### src/rtl/demux_1_to_3.sv
// demux_1_to_3
//   Routes one incoming word per cycle to one of three registered destinations,
//   or discards it and counts the discard.
//
// Ports
//   clk                 single clock, rising edge only
//   rst                 synchronous active-high reset
//   data_in [WIDTH]     word to route
//   select  [2]         00/01/10 -> out0/out1/out2, 11 -> discard
//   valid_in            data_in/select are offered this cycle
//   ready_in            block accepts the offered word this cycle (combinational)
//   data_outK [WIDTH]   holding register for destination K
//   valid_outK          data_outK holds an undelivered word
//   ready_outK          destination K consumes data_outK this cycle
//   drop_count [8]      saturating count of discarded words

module demux_1_to_3 #(
    parameter int WIDTH = 16
) (
    input  logic             clk,
    input  logic             rst,
    input  logic [WIDTH-1:0] data_in,
    input  logic [1:0]       select,
    input  logic             valid_in,
    output logic             ready_in,
    output logic [WIDTH-1:0] data_out0,
    output logic [WIDTH-1:0] data_out1,
    output logic [WIDTH-1:0] data_out2,
    output logic             valid_out0,
    output logic             valid_out1,
    output logic             valid_out2,
    input  logic             ready_out0,
    input  logic             ready_out1,
    input  logic             ready_out2,
    output logic [7:0]       drop_count
);

    logic [2:0][WIDTH-1:0] data_q;
    logic [2:0][WIDTH-1:0] data_d;
    logic [2:0]            valid_q;
    logic [2:0]            valid_d;
    logic [2:0]            ready_out;
    logic [7:0]            drop_q;
    logic [7:0]            drop_d;
    logic                  accept;

    assign ready_out = {ready_out2, ready_out1, ready_out0};

    // A destination can take a word when its slot is empty or is being
    // emptied on this same edge; valid_in is deliberately not a term here.
    always_comb begin
        ready_in = 1'b1;
        case (select)
            2'b00:   ready_in = !valid_q[0] || ready_out[0];
            2'b01:   ready_in = !valid_q[1] || ready_out[1];
            2'b10:   ready_in = !valid_q[2] || ready_out[2];
            default: ready_in = 1'b1;
        endcase
    end

    assign accept = valid_in && ready_in;

    always_comb begin
        data_d  = data_q;
        valid_d = valid_q;
        for (int k = 0; k < 3; k++) begin
            if (valid_q[k] && ready_out[k]) begin
                valid_d[k] = 1'b0;
            end
            // A load on the draining edge overrides the clear, giving one
            // word per cycle per destination.
            if (accept && (select == 2'(k))) begin
                data_d[k]  = data_in;
                valid_d[k] = 1'b1;
            end
        end
    end

    always_comb begin
        drop_d = drop_q;
        if (accept && (select == 2'b11) && (drop_q != 8'hFF)) begin
            drop_d = drop_q + 8'd1;
        end
    end

    always_ff @(posedge clk) begin
        if (rst) begin
            data_q  <= '0;
            valid_q <= '0;
            drop_q  <= '0;
        end else begin
            data_q  <= data_d;
            valid_q <= valid_d;
            drop_q  <= drop_d;
        end
    end

    assign data_out0  = data_q[0];
    assign data_out1  = data_q[1];
    assign data_out2  = data_q[2];
    assign valid_out0 = valid_q[0];
    assign valid_out1 = valid_q[1];
    assign valid_out2 = valid_q[2];
    assign drop_count = drop_q;

endmodule
### config.mk
export PLATFORM = sky130hd
export DESIGN_NAME = demux_1_to_3
export DESIGN_NICKNAME = d
export VERILOG_FILES = /design/src/rtl/demux_1_to_3.sv
export SDC_FILE = /design/constraint.sdc
export NUM_CORES = 1
export LEC_CHECK = 0
export CAP_MARGIN = 10
export CORE_MARGIN = 1.5
export CORE_UTILIZATION = 45
export CTS_CLUSTER_DIAMETER = 100
export DETAILED_ROUTE_END_ITERATION = 16
export GPL_TIMING_DRIVEN = 0
export PLACE_DENSITY = 0.86
export SLEW_MARGIN = 20
export SYNTH_ARGS = -nofsm -noshare
export SYNTH_HDL_FRONTEND = slang
export SYNTH_SLANG_ARGS = --single-unit
### constraint.sdc
create_clock -name clk -period 1.9 [get_ports clk]
set_input_delay 0.285 -clock clk [delete_from_list [all_inputs] [get_ports clk]]
set_output_delay 0.285 -clock clk [all_outputs]
set_load 0.02 [all_outputs]
==> results.md <==
* Final Hold Vio Count at 0
* Worst Hold Launch: rst
* Antenna cell count at 0
* WS Path Type: primary input to primary output
* DR vias at 2602
* Final wirelength at 7350 microns
* Final Slew Violations at 0
* Tcrit/Tclk final at 0.913
* Starting Density at 0.476
* Sw power at ~0.69 mW
* Combinational share of power at 0.128
* PD cells at 761 nW/um^2
* Core Footprint at 5240 sq um
* Die width at 77.4 microns
* Hpwl dp at 5230 microns
* Sequential power share at 0.477
* Post-Syn Area at 2490 sq um
* Fmax achieved at 0.576 GHz
* Die area at 5990 sq um
* Area Growth Syn to Fin at 43.4%
* Die height at 77.4 microns
* Gr usage total at 0.255
* Port buffer count at 82
* Initial antenna violation count at 0
* Most frequent cells in the layout: clkdlybuf4s50_1 (81), dfxtp_1 (59), a21oi_1 (53)
* Arr. time, crit path at 1450 ps
* Largest net degree at the start of global routing at 11
* Root buffer cell: clkbuf_8
* Wire per inst at 16.3 microns
* Worst Clk Skew at 6.09 ps
* CTS Buffer Depth at 2
* Worst setup startpoint: ready_out2
* Register bit total from synthesis at 59
* Switching Fraction at 0.255
* Worst-Skew Late Latency at 340 ps
* Worst vdd ir at 0.000518 V
* GPL Wtd Cong at 0.818
* Crit. End Element: primary output
* Synthesized instance count at 288
* Crit path time final at 1740 ps
* First-pass GRT wire length at 12000 microns
* Status: finished clean
* Clock Pin Slew Worst Setup and Hold Paths at 70 ps
* Path category of the worst min-delay check: primary input to flop
* Pleak at 1.25 nW
* Final nets at 403
* Critical path fanouts, max at 9
* Layout cell share with drive strength beyond 1 at 0.102
* Num CTS Buffers at 9
* Net Count, Synth at around 310
* Final Total Pwr at 2.72 mW
* Worst Max-Slew Pin Slew at 518 ps
* DR vias/cell at 5.76
* First-pass iteration count of the detailed router at 5
* Drt first-iter violations at 183
* Cell variety after synth at 36
* Number of remaining DRC errors at 0
* RSZ-0062 raised after global routing: false
* TritonCTS clock tree: done
* Worst reg2reg path startpoint: drop_count[0]$_SDFFE_PP0P_
* H-Tree Depth at 3
* CP startpoint kind: primary input
* Yosys warning count at 0
* CTS Hold Bufs at 0
* Core Util, Final at 0.682
* IO Count at 84
* Int Pwr at 2.02 mW
* Final setup viols at 0
* Leading cell type in the layout, fill and taps excluded: clkdlybuf4s50_1
* Worst endpoint required time at 1620 ps
* Seq/Total Area, Yosys at 0.474
* Syn_area_per_cell at between 8 and 9 sq um
* Setup repair bufs after CTS at 0
* Row cnt at 26
* Max Cap Viol at 0
* Post-synth top area cell: dfxtp_1
* Top cell type's share of synthesized area at 0.474
* Clk pwr share at 0.395
* Vias in the first global route at 2466
* Total grt overflow at 0
* Antenna-violating nets left at 0
* Synth top area cells: dfxtp_1 (47%), a21oi_1 (11%), nand3_1 (10%)
* Rel. slew slack at 0.655
* Post_cts resized at 4
* CTS sink count at 59
==> metal layers <==
layer,global-route usage,part of all wire,vias to the layer above
met5,0,0,-
met4,0.173,0.043,0
met3,0.0365,0.067,27
met2,0.392,0.45,118
met1,0.330,0.44,1228
li1,-,-,1229
==> worst paths after layout <==
check / slack (ps) / end / cells after the start
worst min-delay path: 390 / drop_count[3]$_SDFFE_PP0P_ / 3
worst max register to register: 210 / drop_count[3]$_SDFFE_PP0P_ / 4
worst min register to register: 470 / data_out0[8]$_SDFFE_PP0P_ / 2
worst max-delay path: 160 / ready_in / 5
==> critical path, stage by stage <==
cell             delay, ps
clkdlybuf4s50_1        450
nand2b_2               280
o21ai_0                170
o21ai_0                100
clkbuf_2               170
==> power by group through the flow <==
stage	Clock (mW)	Sequential, mW	Combinational (mW)
3_3_place_gp	0	1.32	0.337
4_1_cts	1.08	1.30	0.346
3_5_place_dp	0	1.32	0.344
2_1_floorplan	0	1.37	0.127
5_1_grt	1.13	1.30	0.370
6_report	1.07	1.30	0.348
==> registers in the layout, indices dropped and copies added (netlist names) <==
name        count
data_out1      16
valid_q         3
drop_count      8
data_out0      16
data_out2      16
==> per-stage QoR <==
step	setup TNS (ps)	instances	hold WS [ps]	setup slack (ps)	cell area [sq um]
final	0	452	394	165	3570
after global routing	0	452	433	62.9	3570
after CTS	0	452	378	19.7	3580
after detailed placement	-977	440	463	-488	3400
after global placement	-649	440	454	-553	3400
after floorplan	0	288	432	305	2490
==> cells in the mapped netlist, drive strengths merged <==
| master | number |
|---|---|
| a211oi | 3 |
| a21boi | 1 |
| a21oi | 53 |
| a311oi | 1 |
| a31oi | 2 |
| a41o | 1 |
| a41oi | 2 |
| and2 | 1 |
| and2b | 1 |
| and3 | 3 |
| and3b | 2 |
| and4 | 2 |
| buf | 9 |
| clkbuf | 17 |
| dfxtp | 59 |
| dlymetal6s2s | 2 |
| ha | 1 |
| mux2 | 3 |
| mux2i | 2 |
| nand2b | 5 |
| nand3 | 51 |
| nand3b | 2 |
| nand4 | 1 |
| nor2 | 4 |
| nor2b | 7 |
| nor3 | 1 |
| nor3b | 1 |
| o21ai | 50 |
| or3b | 1 |
==> cells by family after synthesis <==
logic type | after synthesis | synth area share
mux | 5 | 0.0216
simple gates | 82 | 0.188
fa+ha+maj | 1 | 0.00502
buf+inv | 28 | 0.0708
compound gates | 113 | 0.240
flops | 59 | 0.474
==> layout make-up <==
type | count | area [sq um]
Clock inverter | 6 | 57.6
Fill cell | 426 | 1670
Clock buffer | 9 | 124
Tap cell | 70 | 87.6
Multi-Input combinational cell | 201 | 1140
Sequential cell | 59 | 1180
Buffer | 25 | 165
Timing Repair Buffer | 82 | 816
No activity file was read; power rests on OpenSTA's default activity.
